--- src/rtl/imem_fetch_pkg.sv ---
// Shared types and defaults for the LC3 instruction-fetch sequencer.
// Widths match the 16-bit LC3 address and instruction formats.
package imem_fetch_pkg;

  localparam int ADDR_W  = 16;
  localparam int INSTR_W = 16;

  localparam logic [ADDR_W-1:0] PC_RESET_DEF = 16'h3000;
  localparam int                MEM_LAT_DEF  = 1;
  localparam int                TIMEOUT_DEF  = 64;

  typedef enum logic [2:0] {
    IDLE,
    REQ,
    WAIT,
    HOLD,
    EXEC
  } fetch_state_t;

endpackage

--- src/rtl/imem_fetch_timer.sv ---
// Loadable down-counter with a zero flag; the caller gates dec so the count
// never wraps below zero.
module imem_fetch_timer #(
  parameter int W = 8
) (
  input  logic         clock,
  input  logic         reset,
  input  logic         load,
  input  logic [W-1:0] load_val,
  input  logic         dec,
  output logic [W-1:0] count,
  output logic         zero
);

  // NOTE: clocked state is written with non-blocking assignments so every
  // register samples pre-edge values regardless of process ordering.
  always_ff @(posedge clock) begin
    if (reset) begin
      count <= '0;
    end else if (load) begin
      count <= load_val;
    end else if (dec) begin
      count <= count - W'(1);
    end
  end

  assign zero = (count == '0);

endmodule

--- src/rtl/imem_fetch_ctrl.sv ---
// LC3 instruction-fetch sequencer: one fetch per instruction, fixed-latency
// capture, valid/ready hand-off to decode, PC advance on retirement.
module imem_fetch_ctrl
  import imem_fetch_pkg::*;
#(
  parameter logic [ADDR_W-1:0] PC_RESET = PC_RESET_DEF,
  parameter int                MEM_LAT  = MEM_LAT_DEF,
  parameter int                TIMEOUT  = TIMEOUT_DEF
) (
  input  logic               clock,
  input  logic               reset,
  input  logic               enable_fetch,
  output logic [ADDR_W-1:0]  PC,
  output logic               instrmem_rd,
  input  logic [INSTR_W-1:0] instr_dout,
  input  logic               complete_instr,
  input  logic               br_taken,
  input  logic [ADDR_W-1:0]  br_target,
  output logic [INSTR_W-1:0] ir,
  output logic               ir_valid,
  input  logic               ir_ready,
  output logic [ADDR_W-1:0]  npc,
  output logic               timeout_err
);

  localparam int LAT_W = 3;
  localparam int TO_W  = 8;

  fetch_state_t state, state_next;

  logic             lat_load, lat_dec, lat_zero;
  logic [LAT_W-1:0] unused_lat_cnt;
  logic             to_load, to_dec, to_zero, to_expire;
  logic [TO_W-1:0]  to_cnt;
  logic             retire;

  assign retire    = (state == EXEC) && complete_instr;
  assign lat_load  = (state == REQ);
  assign lat_dec   = (state == WAIT) && !lat_zero;
  assign to_load   = (state == HOLD) && ir_ready;
  assign to_dec    = (state == EXEC) && !complete_instr && !to_zero;
  // Expiry is the decrement that lands on zero; a same-cycle retire wins.
  assign to_expire = (state == EXEC) && !complete_instr && (to_cnt == TO_W'(1));

  imem_fetch_timer #(.W(LAT_W)) u_lat_timer (
    .clock    (clock),
    .reset    (reset),
    .load     (lat_load),
    .load_val (LAT_W'(MEM_LAT - 1)),
    .dec      (lat_dec),
    .count    (unused_lat_cnt),
    .zero     (lat_zero)
  );

  imem_fetch_timer #(.W(TO_W)) u_to_timer (
    .clock    (clock),
    .reset    (reset),
    .load     (to_load),
    .load_val (TO_W'(TIMEOUT)),
    .dec      (to_dec),
    .count    (to_cnt),
    .zero     (to_zero)
  );

  always_ff @(posedge clock) begin
    if (reset) begin
      state <= IDLE;
    end else begin
      state <= state_next;
    end
  end

  // NOTE: the default assignment first keeps every path driven, so no latch.
  always_comb begin
    state_next = state;
    case (state)
      IDLE: if (enable_fetch) state_next = REQ;
      REQ:  state_next = WAIT;
      WAIT: if (lat_zero) state_next = HOLD;
      HOLD: if (ir_ready) state_next = EXEC;
      EXEC: begin
        if (complete_instr) begin
          state_next = enable_fetch ? REQ : IDLE;
        end else if (to_expire) begin
          state_next = IDLE;
        end
      end
      default: state_next = IDLE;
    endcase
  end

  assign instrmem_rd = (state == REQ);
  assign ir_valid    = (state == HOLD);

  always_ff @(posedge clock) begin
    if (reset) begin
      PC          <= PC_RESET;
      npc         <= PC_RESET;
      ir          <= '0;
      timeout_err <= 1'b0;
    end else begin
      if ((state == WAIT) && lat_zero) begin
        ir  <= instr_dout;
        npc <= PC + ADDR_W'(1);
      end
      if (retire) begin
        PC <= br_taken ? br_target : PC + ADDR_W'(1);
      end
      if (to_expire) begin
        timeout_err <= 1'b1;
      end
    end
  end

endmodule

--- config.mk ---
export PLATFORM = sky130hd
export DESIGN_NAME = imem_fetch_ctrl
export DESIGN_NICKNAME = d
export VERILOG_FILES = /design/src/rtl/imem_fetch_pkg.sv /design/src/rtl/imem_fetch_timer.sv /design/src/rtl/imem_fetch_ctrl.sv
export SDC_FILE = /design/constraint.sdc
export NUM_CORES = 1
export LEC_CHECK = 0
export ABC_AREA = 1
export BUFFER_PORTS_ARGS = -buffer_cell sky130_fd_sc_hd__buf_2
export CAP_MARGIN = 25
export CORE_UTILIZATION = 47
export CTS_BUF_LIST = sky130_fd_sc_hd__clkbuf_4 sky130_fd_sc_hd__clkbuf_8 sky130_fd_sc_hd__clkbuf_16
export DETAILED_ROUTE_END_ITERATION = 6
export MAX_ROUTING_LAYER = met4
export PLACE_DENSITY = 0.84
export RECOVER_POWER = 25
export SLEW_MARGIN = 10
export SYNTH_ARGS = -nofsm -noshare
export SYNTH_HDL_FRONTEND = slang
export SYNTH_SLANG_ARGS = --single-unit
--- constraint.sdc ---
create_clock -name clock -period 1.5 [get_ports clock]
set_clock_uncertainty 0.15 [all_clocks]
set_input_delay 0.375 -clock clock [delete_from_list [all_inputs] [get_ports clock]]
set_output_delay 0.375 -clock clock [all_outputs]
set_load 0.02 [all_outputs]
==> reports/results.md, run 1 <==
| Step | Result | Value |
|---|---|---|
| status | Outcome | complete, but fails checks |
| status | Violated checks | negative setup slack |
| setup path | Largest fanout on the critical path | 8 |
| setup path | Arrival time of data at the critical path endpoint | 1.81 ns |
| sta | Actual transition at the worst max-transition pin | 0.4381 ns |
| clocking | Cts bufs inserted | 9 |
| drt | Wirelength, routed | 13670 um |
| global route | Leftover overflow at the end of global routing | 0 |
| drt | Detailed-route via count | 4060 |
| yosys | Synth warnings | 0 |
| die | IO Count | 89 |
| sta | Final worst path period share | 114.3% |
| drt | Residual DRC count | 0 |
| min path | Type of the worst min-delay path | primary input to flop |
| yosys | Most frequently used flop master after synthesis | sky130_fd_sc_hd__dfxtp_1 |
| yosys | Yosys reg bits | 63 |
| drt | Antenna-violating nets left | 0 |
| global route | First-pass GRT wire length | 15930 um |
| pwr | Cell Pwr Density | 956.2 nW/um^2 |
| setup path | Required time reported for the critical path endpoint | 1.60 ns |
| global route | Global Route Usage Sum | 29.70% |
| sta | Final-layout setup total negative slack | -6.886 ns |
| yosys | Synthesized net count | 485 |
| clocking | Number of sinks driven by the clock tree | 63 |
| setup path | Depth of the most critical reg-to-reg path | 7 |
| sta | Final number of max-transition violations | 0 |
| global route | Pin count of the biggest net entering global routing | 19 |
| final layout | Finished Cell Area | 5229 sq um |
| die | Placeable core region | 6386 sq um |
| sta | Setup WS post-layout | -0.2143 ns |
| pwr | Leakage power | 2.399 nW |
| placement | Buffers added on ports | 88 |
| die | Die footprint | 6950 sq um |
| drt | Vias per cell | 5.988 |
| clocking | H-tree levels | 3 |
| clocking | Clock tree from TritonCTS | built |
| flow run | Number of maximum-capacitance violations | 0 |
| yosys | Sequential-to-total area share from yosys stat | 40.53% |
| drt | WL per Instance | 20.17 um |
| yosys | EDFF count, synth | 0 |
| placement | Placed standard-cell area | 3802 sq um |
| sta | Max Freq | 583.3 MHz |
| placement | Pre-CTS setup slack | -0.2933 ns |
| clocking | Clock tree root buffer cell | sky130_fd_sc_hd__clkbuf_8 |
| die | Floorplan row count | 29 |
| clocking | Clock slew at the register clock pins of the worst setup and hold paths | 0.08 ns |
| global route | Vias in the first global route | 3455 |
| final layout | FILL cells | 341 |
| clocking | Source-to-sink clock delay at the later pin of the worst-skew pair | 0.37 ns |
| sta | Max-Slew Margin vs Limit | 70.69% |
| setup path | Startpoint type of the worst setup path | flop |
| final layout | Post-synthesis to final-layout area growth | 68.03% |
| min path | Hold path cells | 3 |
| final layout | Number of nets in the layout | 641 |
| yosys | Library cells used by synthesis | 30 |
| final layout | Commonest cells after routing, fill and taps aside | 64 x sky130_fd_sc_hd__buf_2, 59 x sky130_fd_sc_hd__nand2_1, 43 x sky130_fd_sc_hd__nor2_1, 43 x sky130_fd_sc_hd__buf_4, 41 x sky130_fd_sc_hd__dfxtp_1 |
| clocking | Clock Path Buffers | 2 |
| yosys | Ys async rst share | 0% |
| drt | DRT Pass-1 Iters | 7 |
| die | Starting density of the core | 48.73% |
| sta | RSZ-0062 raised after global routing | yes |
| setup path | Nature of the critical path endpoint | flop |
| final layout | Layout cells sized above 1 | 56.24% |
| yosys | Cells taking the most area after synthesis | sky130_fd_sc_hd__dfxtp_1 41%, sky130_fd_sc_hd__nor2_1 9.9%, sky130_fd_sc_hd__nand2_1 9.7%, sky130_fd_sc_hd__a21oi_1 6.4%, sky130_fd_sc_hd__o21ai_0 6.3% |
| yosys | Average cell area after synthesis | 7.056 sq um |
| drt | Initial drt markers | 275 |
| pwr | Worst IR Drop VDD | 0.0007724 V |
| final layout | N_diodes | 0 |
| setup path | Critical setup path kind | flop to flop |
| placement | HPWL after detailed placement | 5999 um |
| sta | Setup violators final | 64 |
| sta | Minimum clock period after layout | 1.714 ns |
| global route | Initial antenna violation count | 0 |
| yosys | Number of cells produced by synthesis | 441 |
| final layout | Most common library cell in the layout ignoring fill and taps | sky130_fd_sc_hd__buf_2 |
| yosys | Proportion of netlist area held by the largest area contributor | 40.53% |
| die | Die H | 83.37 um |
| sta | Hold Fails Final Rpt | 0 |
| die | Overall die width | 83.37 um |
| yosys | Area of the mapped netlist | 3112 sq um |
| placement | Global placement routability congestion | 0.9120 |
| yosys | Cell type contributing the most total cell area after synthesis | sky130_fd_sc_hd__dfxtp_1 |
[final cells by class]
class	instances	area [sq um]	share of cell area, %
clock inverter	4	47.55	0.9093
sequential	63	1301	24.89
clock buffer	11	138.9	2.656
tap	77	96.34	1.843
timing repair buffer	158	1234	23.59
timing repair inverter	1	8.758	0.1675
multi-input combinational	320	2220	42.45
inverter	44	182.7	3.494
[worst paths after layout]
kind,from,to,slack [ns]
worst min-delay path,instr_dout[7],ir[7],0.07
worst max-delay path,state[0],PC[13],-0.21
worst min register to register,u_to_timer.count[0],u_to_timer.count[0],0.33
worst max register to register,state[0],PC[13],-0.21
[cells in the mapped netlist (3+ instances only)]
library cell and n:
sky130_fd_sc_hd__o21ai_1 11, sky130_fd_sc_hd__nand3_1 14, sky130_fd_sc_hd__a211oi_1 3, sky130_fd_sc_hd__nand2_1 80, sky130_fd_sc_hd__buf_2 5, sky130_fd_sc_hd__nor2_1 82, sky130_fd_sc_hd__dfxtp_1 63, sky130_fd_sc_hd__buf_4 3
sky130_fd_sc_hd__a21oi_1 40, sky130_fd_sc_hd__nor2_2 8, sky130_fd_sc_hd__buf_6 4, sky130_fd_sc_hd__inv_1 40, sky130_fd_sc_hd__clkbuf_1 3, sky130_fd_sc_hd__nand2_2 6, sky130_fd_sc_hd__inv_2 4, sky130_fd_sc_hd__o21ai_0 39
sky130_fd_sc_hd__nand4_1 5, sky130_fd_sc_hd__xor2_1 10, sky130_fd_sc_hd__ha_1 6
[per-layer routing]
metal / up-vias / wire [um] / part of all wire [%] / global-route usage [%]
met4: 0 / 1177 / 8.6 / 19.28
met1: 1883 / 4951 / 36 / 34.00
met5: - / 0 / 0 / -
li1: 1731 / - / - / -
met3: 130 / 1109 / 8.1 / 4.473
met2: 316 / 6435 / 47 / 48.44
[flip-flops by register name, indices dropped and copies added (netlist names)]
name               count
ir                    16
state                  3
timeout_err            1
u_lat_timer.count      3
PC                    16
npc                   16
u_to_timer.count       8
[timing repair]
action                                  4_1_cts  5_1_grt
pin swaps                                    16       53
buffers inserted                             18       15
hold buffers                                  0        0
resized for setup                            92      178
gates cloned                                  4        4
endpoints found under the setup margin       57       73
[per-stage QoR]
step / power [mW] / hold WS (ns) / std cells / utilization [%]
floorplan: 2.535 / 0.2939 / 441 / -
global placement: 2.822 / 0.2870 / 622 / 59.54
detailed placement: 2.844 / 0.3186 / 622 / 59.54
CTS: 4.528 / 0.09617 / 659 / 70.04
global route: 5.159 / 0.09377 / 678 / 81.88
finish: 5.000 / 0.06854 / 678 / 81.88
[worst max-delay path, cell delays in order, from the launching register on]
cell	delay [ns]
sky130_fd_sc_hd__dfxtp_4	0.37
sky130_fd_sc_hd__buf_12	0.13
sky130_fd_sc_hd__nor2_4	0.12
sky130_fd_sc_hd__nand2_4	0.08
sky130_fd_sc_hd__nor2_4	0.26
sky130_fd_sc_hd__clkinv_4	0.17
sky130_fd_sc_hd__a21oi_1	0.22
sky130_fd_sc_hd__o21ai_1	0.09
[cells by family after synthesis]
family          Yosys count  share of synthesized area [%]
buf+inv                  61                          8.886
fa+ha+maj                 6                          2.412
compound gates           96                          15.92
flops                    63                          40.53
xor+xnor                 13                          3.900
simple gates            202                          28.35
[power breakdown]
group | internal (mW) | leakage, nW | switching [mW]
combinational | 0.623 | 1.78 | 0.885
sequential | 1.83 | 0.523 | 0.128
clock | 0.791 | 0.0960 | 0.748
total | 3.24 | 2.40 | 1.76
Power figures use the tool's default switching activity.
==> inputs of run 2 (changes only) <==
Settings changed: ABC_AREA 1 to unset, SYNTH_HIERARCHICAL set to 1.
==> reports/results.md, run 2 <==
| Step | Result | Value |
|---|---|---|
| status | Outcome | complete, but fails checks |
| status | Violated checks | negative setup slack |
| yosys | Ys async rst share | 0% |
| drt | Met2 wirelength from detailed routing | 8335 um |
| flow run | Number of maximum-capacitance violations | 0 |
| final layout | Util after Layout | 90.69% |
| global route | Global Route Usage Sum | 40.12% |
| drt | Total routed wire length on the met1 layer | 5997 um |
| final layout | Most common library cell in the layout ignoring fill and taps | sky130_fd_sc_hd__buf_4 |
| yosys | Library cells used by synthesis | 63 |
| setup path | Nature of the critical path endpoint | flop |
| final layout | Footprint of the flip-flops and latches | 1326 sq um |
| placement | Buffers added on ports | 88 |
| sta | Final number of max-transition violations | 0 |
| drt | Wirelength, routed | 17950 um |
| sta | Final-layout setup total negative slack | -19.24 ns |
| final layout | N_diodes | 0 |
| drt | Max Used Layer | met4 |
| yosys | Number of cells produced by synthesis | 405 |
| sta | Max-Slew Margin vs Limit | 61.05% |
| yosys | Sequential-to-total area share from yosys stat | 38.52% |
| die | Starting density of the core | 48.46% |
| setup path | Arrival time of data at the critical path endpoint | 2.35 ns |
| setup path | Total number of cells along the worst setup path | 7 |
| sta | RSZ-0062 raised after global routing | yes |
| setup path | Start point of the critical path | u_to_timer/count[5] |
| final layout | Finished Cell Area | 6127 sq um |
| sta | Minimum clock period after layout | 2.244 ns |
| die | IO Count | 89 |
| sta | Hold Fails Final Rpt | 0 |
| global route | First-pass GRT wire length | 21740 um |
| clocking | Source-to-sink clock delay at the later pin of the worst-skew pair | 0.38 ns |
| drt | DRT Pass-1 Iters | 7 |
| final layout | Commonest cells after routing, fill and taps aside | 70 x sky130_fd_sc_hd__buf_4, 62 x sky130_fd_sc_hd__buf_2, 60 x sky130_fd_sc_hd__buf_6 |
| drt | Residual DRC count | 0 |
| drt | Antenna-violating nets left | 0 |
| drt | Initial drt markers | 628 |
| sta | Setup WS post-layout | -0.7440 ns |
| clocking | Number of sinks driven by the clock tree | 63 |
| die | Die H | 85.47 um |
| final layout | Number of nets in the layout | 648 |
| placement | HPWL after detailed placement | 6839 um |
| drt | Vias per cell | 6.739 |
| die | Die footprint | 7304 sq um |
| global route | Initial antenna violation count | 0 |
| yosys | Most frequently used flop master after synthesis | sky130_fd_sc_hd__dfxtp_1 |
| clocking | Cts bufs inserted | 9 |
| setup path | Total buffers and inverters traversed by the critical path | 1 |
| clocking | Clock tree root buffer cell | sky130_fd_sc_hd__clkbuf_8 |
| clocking | Clock slew at the register clock pins of the worst setup and hold paths | 0.08 ns |
| pwr | Worst IR Drop VDD | 0.001320 V |
| yosys | Cells taking the most area after synthesis | sky130_fd_sc_hd__dfxtp_1 39%, sky130_fd_sc_hd__nand2_1 6.3%, sky130_fd_sc_hd__a21oi_1 4.9%, sky130_fd_sc_hd__nor2_1 4.0%, sky130_fd_sc_hd__a211oi_1 3.2% |
| die | Placeable core region | 6756 sq um |
| setup path | Most frequent cell on the critical path | sky130_fd_sc_hd__nor4b_4 |
| clocking | Clock Path Buffers | 2 |
| global route | Vias in the first global route | 4238 |
| min path | Type of the worst min-delay path | primary input to flop |
| setup path | Worst path top cell family by delay | simple AND/OR/NAND/NOR gates |
| sta | Final worst path period share | 149.6% |
| final layout | Post-synthesis to final-layout area growth | 87.12% |
| sta | Actual transition at the worst max-transition pin | 0.5781 ns |
| global route | Leftover overflow at the end of global routing | 0 |
| yosys | Yosys reg bits | 63 |
| setup path | Largest fanout on the critical path | 6 |
| setup path | Required time reported for the critical path endpoint | 1.60 ns |
| clocking | H-tree levels | 3 |
| pwr | Cell Pwr Density | 1525 nW/um^2 |
| clocking | Number of buffers inserted for hold repair after clock tree synthesis | 0 |
| yosys | Proportion of netlist area held by the largest area contributor | 38.52% |
| global route | Pin count of the biggest net entering global routing | 28 |
| sta | Max Freq | 445.6 MHz |
| placement | Placed standard-cell area | 4562 sq um |
| yosys | Synth warnings | 6 |
| die | Overall die width | 85.47 um |
| yosys | Cell with the most instances after synthesis | sky130_fd_sc_hd__dfxtp_1 |
| final layout | Layout cells sized above 1 | 64.59% |
| clocking | Clock tree from TritonCTS | built |
| final layout | Largest regs | PC (16), ir (16), npc (16) |
| setup path | Critical register-to-register path startpoint | u_to_timer/count[5] |
| yosys | Most frequent cells after synthesis | 63 x sky130_fd_sc_hd__dfxtp_1, 55 x sky130_fd_sc_hd__nand2_1, 35 x sky130_fd_sc_hd__nor2_1, 32 x sky130_fd_sc_hd__a21oi_1, 26 x sky130_fd_sc_hd__clkbuf_1 |
| yosys | EDFF count, synth | 0 |
| setup path | Depth of the most critical reg-to-reg path | 7 |
| setup path | Library cell contributing the largest single delay on the critical path | sky130_fd_sc_hd__or4_4 |
| pwr | Leakage power | 2.516 nW |
| drt | Detailed-route via count | 4650 |
| setup path | Chain of cells forming the critical path | or4_4 > nor4b_4 > nor2_4 > buf_6 > nor4b_4 > xnor2_1 > a211oi_1 |
| drt | WL per Instance | 26.02 um |
| die | Floorplan row count | 30 |
| min path | Hold path cells | 3 |
| setup path | Startpoint type of the worst setup path | flop |
| sta | Setup violators final | 77 |
| placement | Global placement routability congestion | 0.8961 |
| setup path | Delay of the slowest cell on the worst path | 0.56 ns |
| min path | Hold path startpoint | instr_dout[8] |
| final layout | Area of combinational cells with multiple inputs | 2620 sq um |
| setup path | Critical setup path kind | flop to flop |
| pwr | Overall Power | 9.347 mW |
| drt | Routed length on met3 | 1981 um |
| yosys | Cell type contributing the most total cell area after synthesis | sky130_fd_sc_hd__dfxtp_1 |
| yosys | Average cell area after synthesis | 8.085 sq um |
| final layout | FILL cells | 249 |
| yosys | Area of the mapped netlist | 3274 sq um |
==> run 2: changes by cell type in the layout (fill, tap and decap cells not counted), sizes merged, moves of 8 or more <==
cell	before	now
a21oi	41	32
inv	44	15
nor3	1	13
nand2	86	55
nor2	97	35
or3	0	8
a31oi	1	9
a211oi	3	14
conb	0	11
o21ai	50	9
buf	145	206
==> run 2: worst paths after layout <==
path	to	slack (ns)
max	u_to_timer/count[3]	-0.74
min	ir[8]	0.11
max reg2reg	u_to_timer/count[3]	-0.74
min reg2reg	ir[11]	0.32
==> run 2: worst min-delay path: cells and delay by family <==
| kind | cells | cell delay [ns] |
|---|---|---|
| buffers and inverters | 1 | 0.10 |
| AND/OR/NAND/NOR | 1 | 0.06 |
| AO/OA/AOI/OAI | 1 | 0.05 |
==> run 2: final cells by class <==
| type | instances | share of cell area (%) |
|---|---|---|
| clock buffer | 10 | 2.246 |
| tap | 80 | 1.634 |
| timing repair buffer | 215 | 29.90 |
| sequential | 63 | 21.65 |
| clock inverter | 6 | 1.082 |
| inverter | 12 | 0.7351 |
| multi-input combinational | 304 | 42.76 |
==> run 2: per-stage QoR <==
stage          cells  setup WS, ns  hold slack, ns
2_1_floorplan    414       -0.4176          0.2903
3_3_place_gp     627       -0.5143          0.2862
3_5_place_dp     627       -0.6073          0.2892
4_1_cts          677       -0.5362         0.09973
5_1_grt          690       -0.7799          0.1036
6_report         690       -0.7440          0.1110
==> run 2: power by group <==
part	internal, mW	switching, mW	total [mW]
sequential	2.05	0.328	2.37
combinational	2.52	2.78	5.30
clock	0.824	0.852	1.68
==> run 2: what timing repair did <==
item                                    4_1_cts  5_1_grt
gates cloned                                  8        0
endpoints found under the setup margin       71       81
hold endpoints to repair                      0        0
setup buffers                                28       16
pin swaps                                    60       23
resized for setup                           170       72
==> run 2: per-layer routing <==
| metal | GRT usage [%] | up-vias |
|---|---|---|
| li1 | - | 1849 |
| met2 | 67.64 | 485 |
| met3 | 7.101 | 198 |
| met1 | 43.67 | 2118 |
| met5 | - | - |
| met4 | 25.30 | 0 |
==> run 2: cells by family after synthesis <==
group	Yosys count	share of synthesized area (%)
multiplexers	4	1.223
flip-flops	63	38.52
adder cells (fa/ha/maj)	5	1.911
XOR/XNOR	15	4.012
other	2	0.2294
AND/OR/NAND/NOR	175	28.58
AO/OA/AOI/OAI	93	18.91
buffers and inverters	48	6.610
==> inputs of run 3 (changes only) <==
Settings changed: CORE_MARGIN set to 5.
==> reports/results.md, run 3 (same netlist as run 2, synthesis figures left out) <==
| Step | Result | Value |
|---|---|---|
| pwr | Switching portion of total power | 43.54% |
| sta | Minimum clock period after layout | 2.185 ns |
| sta | Setup violators final | 85 |
| setup path | Terminus of the critical flop-to-flop path | u_to_timer/count[7] |
| setup path | Critical setup path kind | flop to flop |
| die | Die H | 93.47 um |
| pwr | Internal power | 5.439 mW |
| pwr | Cell Pwr Density | 1499 nW/um^2 |
| placement | Number of instances in the placed design | 643 |
| final layout | Largest regs | PC (16), ir (16), npc (16) |
| status | Outcome | complete, but fails checks |
| clocking | Number of buffers inserted for hold repair after clock tree synthesis | 0 |
| pwr | Sequential share of power | 24.6% |
| pwr | Worst IR Drop VDD | 0.001312 V |
| drt | Wirelength, routed | 20000 um |
| pwr | Overall Power | 9.634 mW |
| sta | RSZ-0062 raised after global routing | yes |
| placement | HPWL after detailed placement | 7196 um |
| sta | Max Freq | 457.6 MHz |
| clocking | Clock tree root buffer cell | sky130_fd_sc_hd__clkbuf_8 |
| clocking | Clock Path Buffers | 2 |
| clocking | Number of sinks driven by the clock tree | 63 |
| final layout | N_diodes | 0 |
| die | IO Count | 89 |
| sta | Final number of max-transition violations | 0 |
| final layout | Post-synthesis to final-layout area growth | 96.26% |
| setup path | Register-to-register path setup slack | -0.69 ns |
| drt | WL per Instance | 28.21 um |
| drt | Antenna-violating nets left | 0 |
| die | Overall die width | 93.47 um |
| clocking | Clock tree from TritonCTS | built |
| drt | Vias per cell | 6.781 |
| final layout | Layout cells sized above 1 | 67.05% |
| drt | Residual DRC count | 2 |
| final layout | Area of combinational cells with multiple inputs | 2803 sq um |
| setup path | Library cell contributing the largest single delay on the critical path | sky130_fd_sc_hd__or4_4 |
| setup path | Depth of the most critical reg-to-reg path | 6 |
| final layout | FILL cells | 173 |
| setup path | Required time reported for the critical path endpoint | 1.56 ns |
| die | Starting density of the core | 48.20% |
| final layout | Non-filler instance count after layout | 709 |
| global route | Pin count of the biggest net entering global routing | 37 |
| sta | Max-Slew Margin vs Limit | 65.23% |
| die | Placeable core region | 6794 sq um |
| placement | Buffers added on ports | 88 |
| final layout | Number of nets in the layout | 651 |
| final layout | Commonest cells after routing, fill and taps aside | 64 x sky130_fd_sc_hd__buf_6, 64 x sky130_fd_sc_hd__buf_4, 61 x sky130_fd_sc_hd__buf_2 |
| setup path | Chain of cells forming the critical path | or4_4 > nor4b_4 > nor2_4 > nor4bb_1 > o41ai_1 > o221ai_1 |
| clocking | Cts bufs inserted | 9 |
| final layout | Footprint of the flip-flops and latches | 1328 sq um |
| drt | Detailed-route via count | 4808 |
| pwr | Share of power burned in the clock network | 15.9% |
| sta | Setup WS post-layout | -0.6853 ns |
| placement | Global placement routability congestion | 0.9573 |
| global route | Leftover overflow at the end of global routing | 0 |
| global route | Initial antenna violation count | 0 |
| clocking | Source-to-sink clock delay at the later pin of the worst-skew pair | 0.38 ns |
| sta | Final worst path period share | 145.7% |
| min path | Worst Hold Path EP | ir[2] |
| setup path | Largest fanout on the critical path | 7 |
| setup path | Critical register-to-register path startpoint | u_to_timer/count[5] |
| die | Die footprint | 8736 sq um |
| min path | Hold path cells | 3 |
| setup path | Worst path top cell family by delay | simple AND/OR/NAND/NOR gates |
| global route | Vias in the first global route | 4470 |
| die | Floorplan row count | 30 |
| flow run | Number of maximum-capacitance violations | 0 |
| setup path | Total buffers and inverters traversed by the critical path | 0 |
| pwr | Switching power of the nets | 4.195 mW |
| status | Violated checks | design-rule violations, negative setup slack |
| clocking | Clock slew at the register clock pins of the worst setup and hold paths | 0.08 ns |
| setup path | Nature of the critical path endpoint | flop |
| sta | Hold Fails Final Rpt | 0 |
| setup path | Delay of the slowest cell on the worst path | 0.56 ns |
| sta | Actual transition at the worst max-transition pin | 0.5148 ns |
| setup path | Arrival time of data at the critical path endpoint | 2.24 ns |
| min path | Hold path startpoint | instr_dout[2] |
| setup path | Startpoint type of the worst setup path | flop |
| pwr | Leakage power | 2.682 nW |
| min path | Type of the worst min-delay path | primary input to flop |
| drt | DRT Pass-1 Iters | 7 |
| global route | First-pass GRT wire length | 24140 um |
| pwr | Combinational group share of total power | 59.5% |
| global route | Global Route Usage Sum | 36.95% |
| clocking | H-tree levels | 3 |
| drt | Initial drt markers | 662 |
==> run 3: changes by cell type in the layout (fill, tap and decap cells not counted), moves of 5 or more <==
cell and change:
sky130_fd_sc_hd__a21oi_1 -5, sky130_fd_sc_hd__buf_4 -6, sky130_fd_sc_hd__buf_12 +5, sky130_fd_sc_hd__nand2_2 -6, sky130_fd_sc_hd__nand2_4 +10
==> run 3: final cells by class <==
cell class / instances / area share [%]
Inverter: 12 / 0.7009
Multi-Input combinational cell: 304 / 43.61
Tap cell: 96 / 1.869
Clock inverter: 5 / 0.4673
Sequential cell: 63 / 20.66
Clock buffer: 11 / 2.434
Timing Repair Buffer: 218 / 30.26
==> run 3: tightest hold or removal path: cells and delay by family <==
kind                   cells  cell delay, ns
buffers and inverters      1            0.10
AND/OR/NAND/NOR            1            0.05
AO/OA/AOI/OAI              1            0.06
==> run 3: metrics by stage <==
| step | utilization, % | cell area, sq um | TNS [ns] | hold slack [ns] | setup WS [ns] |
|---|---|---|---|---|---|
| after detailed placement | 67.81 | 4607 | -9.756 | 0.2932 | -0.7059 |
| after global routing | 94.59 | 6426 | -22.59 | 0.09940 | -0.6944 |
| after global placement | 67.81 | 4607 | -7.285 | 0.2881 | -0.5608 |
| after floorplan | - | 3637 | -5.360 | 0.2903 | -0.4176 |
| final | 94.59 | 6426 | -19.89 | 0.1051 | -0.6853 |
| after CTS | 85.29 | 5794 | -10.38 | 0.1061 | -0.4858 |
==> run 3: how the worst max path moves through the flow <==
stage	start	to	depth (start not counted)
floorplan	u_to_timer/count[5]	u_to_timer/count[3]	7
global placement	u_to_timer/count[0]	u_to_timer/count[4]	7
detailed placement	u_to_timer/count[0]	u_to_timer/count[4]	7
CTS	u_to_timer/count[5]	u_to_timer/count[0]	7
global route	state[2]	PC[15]	6
finish	u_to_timer/count[5]	u_to_timer/count[7]	6
==> run 3: power groups by stage <==
stage               registers [mW]  clock network, mW  logic, mW
detailed placement            2.27                  0       3.00
global route                  2.38               1.59       5.88
floorplan                     2.58                  0       1.67
global placement              2.25                  0       2.90
finish                        2.37               1.53       5.74
CTS                           2.25               1.42       4.51
==> run 3: metal layers <==
layer,up-vias,GRT usage (%),wire length [um]
met5,-,-,0
met4,0,24.66,1917
met3,225,10.46,2319
met2,519,61.29,9179
met1,2218,38.02,6581
li1,1846,-,-
==> run 3: what timing repair did <==
action / CTS / global route
gates resized for setup: 152 / 139
setup endpoints to repair: 74 / 81
pin swaps: 64 / 63
setup buffers: 31 / 24
cloned: 8 / 0
